**src/rtl/lane_hit_reader.sv**
```systemverilog
`default_nettype none
// ============================================================================
//  Module      : lane_hit_reader
//  Description : Scans one lane's hit zone in the framebuffer through a
//                synchronous-read port. It counts the pixels that match the
//                tile colour and reports hit/miss over a go/done handshake.
//  Revision    : 1.0 - initial release
// ============================================================================
module lane_hit_reader #(
    parameter int         ZONE_Y0     = 200,
    parameter int         ZONE_Y1     = 239,
    parameter logic [2:0] TILE_COLOUR = 3'b000,
    parameter int         HIT_THRESH  = 400
) (
    input  logic       clock,
    input  logic       resetn,
    input  logic       check_go,
    input  logic [2:0] line_id,
    output logic       rd_en,
    output logic [8:0] x,
    output logic [7:0] y,
    input  logic [2:0] rd_data,
    output logic       check_done,
    output logic       hit,
    output logic [9:0] pixel_count
);

    localparam logic [7:0]  c_Y0        = 8'(ZONE_Y0);
    localparam logic [7:0]  c_Y1        = 8'(ZONE_Y1);
    localparam logic [8:0]  c_LANE_LAST = 9'd19;      // lane is 20 px wide
    localparam logic [10:0] c_THRESH    = 11'(HIT_THRESH);
    localparam logic [9:0]  c_COUNT_MAX = 10'd1023;

    typedef enum logic [1:0] {
        IDLE  = 2'd0,
        READ  = 2'd1,
        DRAIN = 2'd2,
        DONE  = 2'd3
    } state_t;

    state_t     r_state;
    logic [2:0] r_lane;
    logic       r_valid;
    logic [9:0] r_count;

    logic [8:0] w_start_x;
    logic [8:0] w_end_x;
    logic [8:0] w_req_start_x;
    logic       w_start;
    logic       w_abort;
    logic       w_last_addr;

    // First column of a lane; unknown lane codes fall back to lane 2.
    function automatic logic [8:0] lane_start(input logic [2:0] lane);
        case (lane)
            3'd1:    lane_start = 9'd120;
            3'd2:    lane_start = 9'd140;
            3'd3:    lane_start = 9'd160;
            3'd4:    lane_start = 9'd180;
            default: lane_start = 9'd140;
        endcase
    endfunction

    // Column range of the latched lane, plus the start column of a new request.
    always_comb begin
        w_start_x     = lane_start(r_lane);
        w_end_x       = w_start_x + c_LANE_LAST;
        w_req_start_x = lane_start(line_id);
        w_start       = (r_state == IDLE) && check_go;
        w_abort       = ((r_state == READ) || (r_state == DRAIN)) && !check_go;
        w_last_addr   = (x == w_end_x) && (y == c_Y1);
    end

    // Scan control: address raster, read strobe and result publication.
    always_ff @(posedge clock or negedge resetn) begin
        if (!resetn) begin
            r_state     <= IDLE;
            r_lane      <= 3'd0;
            rd_en       <= 1'b0;
            x           <= 9'd0;
            y           <= 8'd0;
            check_done  <= 1'b0;
            hit         <= 1'b0;
            pixel_count <= 10'd0;
        end else begin
            case (r_state)
                IDLE: begin
                    if (check_go) begin
                        r_lane  <= line_id;
                        x       <= w_req_start_x;
                        y       <= c_Y0;
                        rd_en   <= 1'b1;
                        r_state <= READ;
                    end
                end
                READ: begin
                    if (!check_go) begin
                        rd_en   <= 1'b0;
                        r_state <= IDLE;
                    end else if (w_last_addr) begin
                        rd_en   <= 1'b0;
                        r_state <= DRAIN;
                    end else if (x == w_end_x) begin
                        x <= w_start_x;
                        y <= y + 8'd1;
                    end else begin
                        x <= x + 9'd1;
                    end
                end
                DRAIN: begin
                    // The final read's data is counted on this edge.
                    r_state <= check_go ? DONE : IDLE;
                end
                DONE: begin
                    // The count is final here, so republishing it is harmless.
                    pixel_count <= r_count;
                    hit         <= ({1'b0, r_count} >= c_THRESH);
                    check_done  <= check_go;
                    r_state     <= check_go ? DONE : IDLE;
                end
                default: r_state <= IDLE;
            endcase
        end
    end

    // Read-data pipeline: delay the strobe one cycle and count tile-coloured pixels.
    always_ff @(posedge clock or negedge resetn) begin
        if (!resetn) begin
            r_valid <= 1'b0;
            r_count <= 10'd0;
        end else begin
            r_valid <= w_abort ? 1'b0 : rd_en;
            if (w_start) begin
                r_count <= 10'd0;
            end else if (r_valid && (rd_data == TILE_COLOUR) && (r_count != c_COUNT_MAX)) begin
                r_count <= r_count + 10'd1;
            end
        end
    end

endmodule
`default_nettype wire

```
**config.mk**
```make
export PLATFORM = sky130hd
export DESIGN_NAME = lane_hit_reader
export DESIGN_NICKNAME = d
export VERILOG_FILES = /design/src/rtl/lane_hit_reader.sv
export SDC_FILE = /design/constraint.sdc
export NUM_CORES = 1
export LEC_CHECK = 0
export ABC_AREA = 1
export ABC_CLOCK_PERIOD_IN_PS = 3650
export BUFFER_PORTS_ARGS = -buffer_cell sky130_fd_sc_hd__buf_2
export CAP_MARGIN = 20
export CORE_UTILIZATION = 50
export CTS_CLUSTER_SIZE = 20
export DETAILED_ROUTE_END_ITERATION = 12
export PLACE_DENSITY = 0.71
export SYNTH_ARGS = -nofsm -noshare
export SYNTH_HDL_FRONTEND = slang
export SYNTH_SLANG_ARGS = --single-unit
```
**constraint.sdc**
```tcl
create_clock -name clock -period 3.65 [get_ports clock]
set_input_delay 0.73 -clock clock [delete_from_list [all_inputs] [get_ports clock]]
set_output_delay 0.73 -clock clock [all_outputs]
set_load 0.02 [all_outputs]
```
==> results of run 1 <==
## flip-flops by register name, summed over array words and instances (netlist names), 2 cells and up
signal and cells:
pixel_count 10, r_count 10, x 9, y 8
r_lane 3, r_state 2
## area by class of cell
| class | count | area [um^2] |
|---|---|---|
| sequential | 46 | 1151 |
| fill | 525 | 2281 |
| timing repair buffer | 41 | 225.2 |
| multi-input combinational | 287 | 1469 |
| clock inverter | 2 | 37.54 |
| clock buffer | 6 | 72.57 |
| inverter | 48 | 180.2 |
| tap | 72 | 90.09 |
## synth_stat cells (all sizes together)
cell / number
nand2: 136
inv: 48
dfrtp: 46
nand3: 30
nor2: 30
o21ai: 27
nand4: 20
xor2: 9
ha: 8
nor3: 7
a21oi: 6
clkbuf: 6
buf: 4
nor4: 3
or2: 3
a211o: 1
a21boi: 1
nand3b: 1
nor3b: 1
o21a: 1
o311ai: 1
o31ai: 1
xnor2: 1
## logic make-up after synthesis
kind of cell	after synthesis	synth area share, %
AO/OA/AOI/OAI	38	7.209
XOR/XNOR	10	3.077
adder cells (fa/ha/maj)	8	3.517
buffers and inverters	58	7.956
flip-flops	46	40.44
AND/OR/NAND/NOR	231	37.80
## worst max path at each step
| stage | end | slack, ns | depth (start not counted) |
|---|---|---|---|
| final | y[4] | 1.44 | 11 |
| after floorplan | r_count[8] | 1.74 | 7 |
| after CTS | y[4] | 1.46 | 9 |
| after global placement | r_count[8] | 1.44 | 8 |
| after global routing | y[0] | 1.15 | 9 |
| after detailed placement | r_count[8] | 1.41 | 8 |
## metrics by stage
step,cell area [um^2],utilization (%)
floorplan,2846,-
global placement,3095,56.21
detailed placement,3095,56.21
CTS,3206,58.21
global route,3226,58.58
finish,3226,58.58
## power groups by stage
stage	registers (mW)	logic (mW)	clock network (mW)
2_1_floorplan	0.880	0.738	0
3_3_place_gp	0.797	1.09	0
5_1_grt	0.815	1.26	0.409
4_1_cts	0.793	1.11	0.383
3_5_place_dp	0.802	1.10	0
6_report	0.795	1.11	0.370
## metal layers
layer | wire length, um | track usage, %
met5 | 0 | 0
met4 | 90 | 6.604
met3 | 267 | 4.235
met2 | 2785 | 35.49
met1 | 3132 | 32.37
## worst max-delay path: cells and delay by family (launching register included)
family                 cells  cell delay [ns]
DFF                        1             0.44
buffers and inverters      1             0.12
and+or+nand+nor           10             1.58
==> impl_metrics.yaml, run 1 <==
power:
  p_int_mw: 1.205
  seq_power_share_pct: 34.9
  p_leak_nw: 1.709
  sw_frac_of_total_pct: 47.09
  p_total_mw: 2.278
  ir_worst_vdd_mv: 0.3120
  p_sw_mw: 1.073
  p_per_area_nw_per_um2: 706.2
  p_comb_share_pct: 48.8
  p_clk_share_pct: 16.3
synth:
  yosys_warnings: 0
  synth_top_area_share_pct: 40.44
  syn_inst: 391
  seq_area_frac_synth_pct: 40.44
  synth_cell_type_count: 33
  netlist_area_um2: 2846
  yosys.area.top_type: "dfrtp_1"
  ys_seq_elements: 46
  synth_area_leaders: "dfrtp_1, nand2_1, inv_1"
  postSynthAreaPerCell_um2: 7.280
  synth_fp_nets: 408
floorplan:
  io_pins: 39
  coreArea_um2: 5507
  dieArea_um2: 5999
  rows: 27
  die_w_um: 77.45
  initial_core_util_pct: 51.69
  die_h_um: 77.45
worst_setup_path:
  rrSetupSlack_ns: 1.44
  crit_path_start: "r_lane[2]"
  critPathMaxStageDelay_ns: 0.44
  worstPathArrival_ns: 2.44
  cpMostUsedCell: "nand2_1"
  critical_path_class: "reg2reg"
  end_kind: "flip-flop"
  rr_startpoint: "r_lane[2]"
  start_kind: "flip-flop"
  critPathSlowestCell: "dfrtp_1"
  path_max_fanout: 11
  r2r_cells: 11
  path_cells: "inv_2 -> nand3_2 -> nand3_1 -> nand2_1 -> nor2_1 -> nand2_1 -> nor2_1 -> nand4_1 -> nand3_2 -> nand2_1 -> nand2_1"
  worstReg2RegEnd: "y[4]"
  critical_path_required_ns: 3.88
detailed_routing:
  wire_per_inst_um: 12.50
  vias: 2590
  drc: 2
  via_per_inst: 5.159
  drt_first_pass_iters: 8
  wl_um: 6276
  drt_iter0_drc: 253
  ant_nets: 0
sta:
  min_period_over_period_pct: 60.55
  finalSetupTns_ns: 0
  slew_violations: 0
  setup_ws_ns: 1.440
  finalHoldViolCount: 0
  worstMarginPinSlew_ns: 0.5446
  setup_viol: 0
  rsz0062_at_grt: "false"
  min_period_ns: 2.210
  fin_worst_skew_ns: 0.003995
  worst_slew_margin_rel_pct: 63.56
  fmax_mhz: 452.5
  hold_ws_ns: 0.3963
run_status:
  status: "finished, violations left"
  violations: "design-rule violations"
global_route:
  grt-ovfl-total: 0
  grt_util_all_layers_pct: 22.82
  grt_pass1_vias: 2379
  grt_max_degree: 47
  antenna_found_initial: 0
  grt_pass1_wl_um: 10900
placement:
  pre_cts_ws_ns: 1.408
  place_hpwl_um: 4524
  dp_cells: 493
  gp_congestion: 0.8950
  port_buffers: 38
clocking:
  h-tree-depth: 2
  cts_buffers: 5
  ctsHoldBuffers: 0
  cts.path.max_buffers: 2
  cts_resized: 0
  cts_sinks: 46
  cts_setup_buffers: 0
  clkLatencyLatePin_ns: 0.29
  cts_tree: "yes"
  cts-root-buf: "clkbuf_8"
  clk_pin_slew_worst_paths_ns: 0.08
flow_run:
  cap_viol_max_count: 0
finish:
  final_cell_mix: "nand2_1, dfrtp_1, inv_1"
  area_growth_pct: 13.32
  final_common_cell: "nand2_1"
  drive_gt1_share_pct: 16.28
  fin_nets: 446
  layout.cells.non_filler: 502
  antenna_cells: 0
min_path:
  hp-class: "in2async"
Power figures use the tool's default switching activity.
==> run 2, diff against run 1 <==
==> config.mk (replaced) <==
export PLATFORM = sky130hd
export DESIGN_NAME = lane_hit_reader
export DESIGN_NICKNAME = d
export VERILOG_FILES = /design/src/rtl/lane_hit_reader.sv
export SDC_FILE = /design/constraint.sdc
export NUM_CORES = 1
export LEC_CHECK = 0
export ABC_AREA = 0
export ABC_CLOCK_PERIOD_IN_PS = 1900
export BUFFER_PORTS_ARGS = -buffer_cell sky130_fd_sc_hd__buf_2
export CAP_MARGIN = 20
export CORE_UTILIZATION = 50
export CTS_CLUSTER_SIZE = 20
export DETAILED_ROUTE_END_ITERATION = 12
export PLACE_DENSITY = 0.74
export SYNTH_ARGS = -nofsm -noshare
export SYNTH_HDL_FRONTEND = slang
export SYNTH_SLANG_ARGS = --single-unit
==> constraint.sdc (replaced) <==
create_clock -name clock -period 1.9 [get_ports clock]
set_input_delay 0.38 -clock clock [delete_from_list [all_inputs] [get_ports clock]]
set_output_delay 0.38 -clock clock [all_outputs]
set_load 0.02 [all_outputs]
==> run 2 against run 1 <==
Effect of this change: the run ends with negative setup slack left; critical endpoint is now y[6]; count of clock-buffer cells in the layout shrank 1; critical path type unchanged; critical path depth shrank 4; sequential share of layout area is 5.9 points lower; utilization is 16 points higher; hold slack lost 0.35 ns; setup slack lost 2.0 ns; routed wire length up 24%; synthesized cell count fell by 28%; cell count fell by 8.6%; sequential cell count is the same; sequential power grew 80%.
==> impl_metrics.yaml, run 2 <==
global_route:
  grt-ovfl-total: 0
  antenna_found_initial: 0
  grt_max_degree: 47
  grt_pass1_wl_um: 12340
  grt_pass1_vias: 2427
  grt_util_all_layers_pct: 26.38
detailed_routing:
  drt_iter0_drc: 240
  vias: 2740
  via_per_inst: 5.969
  wl_um: 7811
  wire_per_inst_um: 17.02
  drt_first_pass_iters: 5
  ant_nets: 0
  drc: 0
finish:
  regArea_um2: 1157
  final_cell_mix: "buf_4, dfrtp_1, buf_2"
  final_common_cell: "buf_4"
  fin_nets: 405
  antenna_cells: 0
  num-fill-cells: 373
  multi_input_area_um2: 1684
  drive_gt1_share_pct: 43.70
  top_regs: "pixel_count: 10 flops, r_count: 10 flops, x: 9 flops"
  area_growth_pct: 40.64
  layout.cells.non_filler: 459
worst_setup_path:
  critical_path_class: "reg2reg"
  critical_path_required_ns: 2.16
  critPathSlowestCell: "o41a_1"
  worstPathArrival_ns: 2.72
  end_kind: "flip-flop"
  path_cells: "or3b_4 -> a211oi_4 -> a221oi_4 -> o41a_1 -> buf_6 -> or4_4 -> nand3_2"
  critPathMaxStageDelay_ns: 0.50
  path_max_fanout: 6
  r2r_cells: 7
  start_kind: "flip-flop"
sta:
  setup_ws_ns: -0.5603
  slew_violations: 0
  setup_viol: 20
  rsz0062_at_grt: "true"
  worst_slew_margin_rel_pct: 57.94
  min_period_ns: 2.460
  finalHoldViolCount: 0
  fmax_mhz: 406.5
  min_period_over_period_pct: 129.5
  fin_worst_skew_ns: 0.01089
  worstMarginPinSlew_ns: 0.6310
clocking:
  ctsHoldBuffers: 0
  cts-root-buf: "clkbuf_8"
  cts.path.max_buffers: 2
  clkLatencyLatePin_ns: 0.31
  clk_pin_slew_worst_paths_ns: 0.10
  cts_tree: "yes"
  cts_buffers: 5
  cts_sinks: 46
  h-tree-depth: 2
synth:
  postSynthAreaPerCell_um2: 9.827
  ys_seq_elements: 46
  yosys_warnings: 0
  syn_inst: 281
  synth_fp_nets: 298
  seq_area_frac_synth_pct: 41.69
  netlist_area_um2: 2761
  synthXorXnorAreaFrac_pct: 3.806
  synth-simple-area-share_pct: 21.16
  yosys.area.top_type: "dfrtp_1"
  synth-compound-area-share_pct: 17.63
  synth_top_area_share_pct: 41.69
  yosysMostFrequentCell: "dfrtp_1"
  synth_cell_type_count: 62
  synth.mux.area_fraction_pct: 7.975
  ys.flop_type: "dfrtp_1"
  synth_commonest_cells: "dfrtp_1, nor2_1, mux2_2, nand2_1, inv_1"
  async_reset_ff_share_pct: 100.0
  synth_area_leaders: "dfrtp_1, mux2_2, ha_1"
  synth-edff-count: 0
  synthAdderAreaFrac_pct: 3.625
  synth_top_family_by_area: "simple AND/OR/NAND/NOR gates"
placement:
  gp_congestion: 0.9227
  place_hpwl_um: 5147
  dp_cells: 440
  port_buffers: 38
run_status:
  violations: "negative setup slack"
  status: "finished, violations left"
flow_run:
  cap_viol_max_count: 0
floorplan:
  initial_core_util_pct: 53.05
  dieArea_um2: 5824
  rows: 26
  die_w_um: 76.32
  die_h_um: 76.32
  io_pins: 39
  coreArea_um2: 5205
power:
  p_total_mw: 5.216
  p_leak_nw: 1.832
  ir_worst_vdd_mv: 0.7671
  p_per_area_nw_per_um2: 1343
min_path:
  hp-class: "in2async"
## run 2: changes by cell type after synthesis, sizes merged, moves of 4 or more
cell	before	now
and3	0	4
nand3	30	13
nor2	30	24
nand2b	0	8
a211oi	0	6
mux2i	0	4
inv	48	14
nor2b	0	5
o21ai	27	6
mux2	0	16
nand2	136	16
nand4	20	5
a221oi	0	5
## run 2: logic make-up (layout without fill, tap and decap cells)
| logic type | count (synthesis) | after routing |
|---|---|---|
| and+or+nand+nor | 107 | 107 |
| AOI/OAI and AO/OA | 60 | 60 |
| DFF | 46 | 46 |
| buffers and inverters | 28 | 136 |
| muxes | 20 | 20 |
| xor gates and xnor gates | 12 | 12 |
| adders and majority gates | 8 | 8 |
## run 2: through the flow
| step | area [um^2] | setup slack [ns] | setup TNS [ns] | utilization, % | hold slack, ns |
|---|---|---|---|---|---|
| after global routing | 3884 | -0.6058 | -10.71 | 74.62 | 0.06538 |
| after floorplan | 2824 | -0.4773 | -6.529 | - | 0.08441 |
| after global placement | 3531 | -0.4581 | -7.482 | 67.84 | 0.3815 |
| final | 3884 | -0.5603 | -9.507 | 74.62 | 0.04400 |
| after CTS | 3770 | -0.4442 | -7.520 | 72.43 | 0.05090 |
| after detailed placement | 3531 | -0.5286 | -8.247 | 67.84 | 0.3841 |
## run 2: worst paths after layout
check,from,end,slack (ns)
max,x[3],y[6],-0.56
min,resetn,rd_en,0.04
max reg2reg,x[3],y[6],-0.56
min reg2reg,pixel_count[4],pixel_count[4],0.51
max in group asynchronous,resetn,x[3],1.62
min in group clock,line_id[1],r_lane[1],0.36
## run 2: routing by layer
metal	global-route usage (%)	up-vias	wire length, um
met5	0	-	0
met4	6.923	0	112
met3	4.072	17	444
met2	41.35	107	3842
met1	38.04	1357	3411
li1	-	1259	-
## run 2: what timing repair did
| action | 4_1_cts | 5_1_grt |
|---|---|---|
| resized for setup | 21 | 16 |
| buffers inserted | 6 | 6 |
| pin swaps | 15 | 7 |
| endpoints found under the setup margin | 20 | 20 |
| hold endpoints to repair | 0 | 0 |
## run 2: area by class of cell
class | instances | area share (%)
multi-input cells | 207 | 43.36
repair buffers | 113 | 20.81
flip-flops and latches | 46 | 29.80
clock buffers | 5 | 1.772
well taps | 70 | 2.255
clock inverters | 3 | 0.5477
inverters | 15 | 1.450
## run 2: worst max-delay path, delay by kind of cell, from the launching register on
kind | cells | cell delay [ns]
buffers and inverters | 1 | 0.16
AO/OA/AOI/OAI | 3 | 0.85
AND/OR/NAND/NOR | 3 | 0.93
flip-flops | 1 | 0.47
## run 2: where the power goes
group          total, mW  switching [mW]  internal [mW]
combinational       3.15            1.67           1.48
clock              0.629           0.369          0.259
sequential          1.43           0.228           1.21
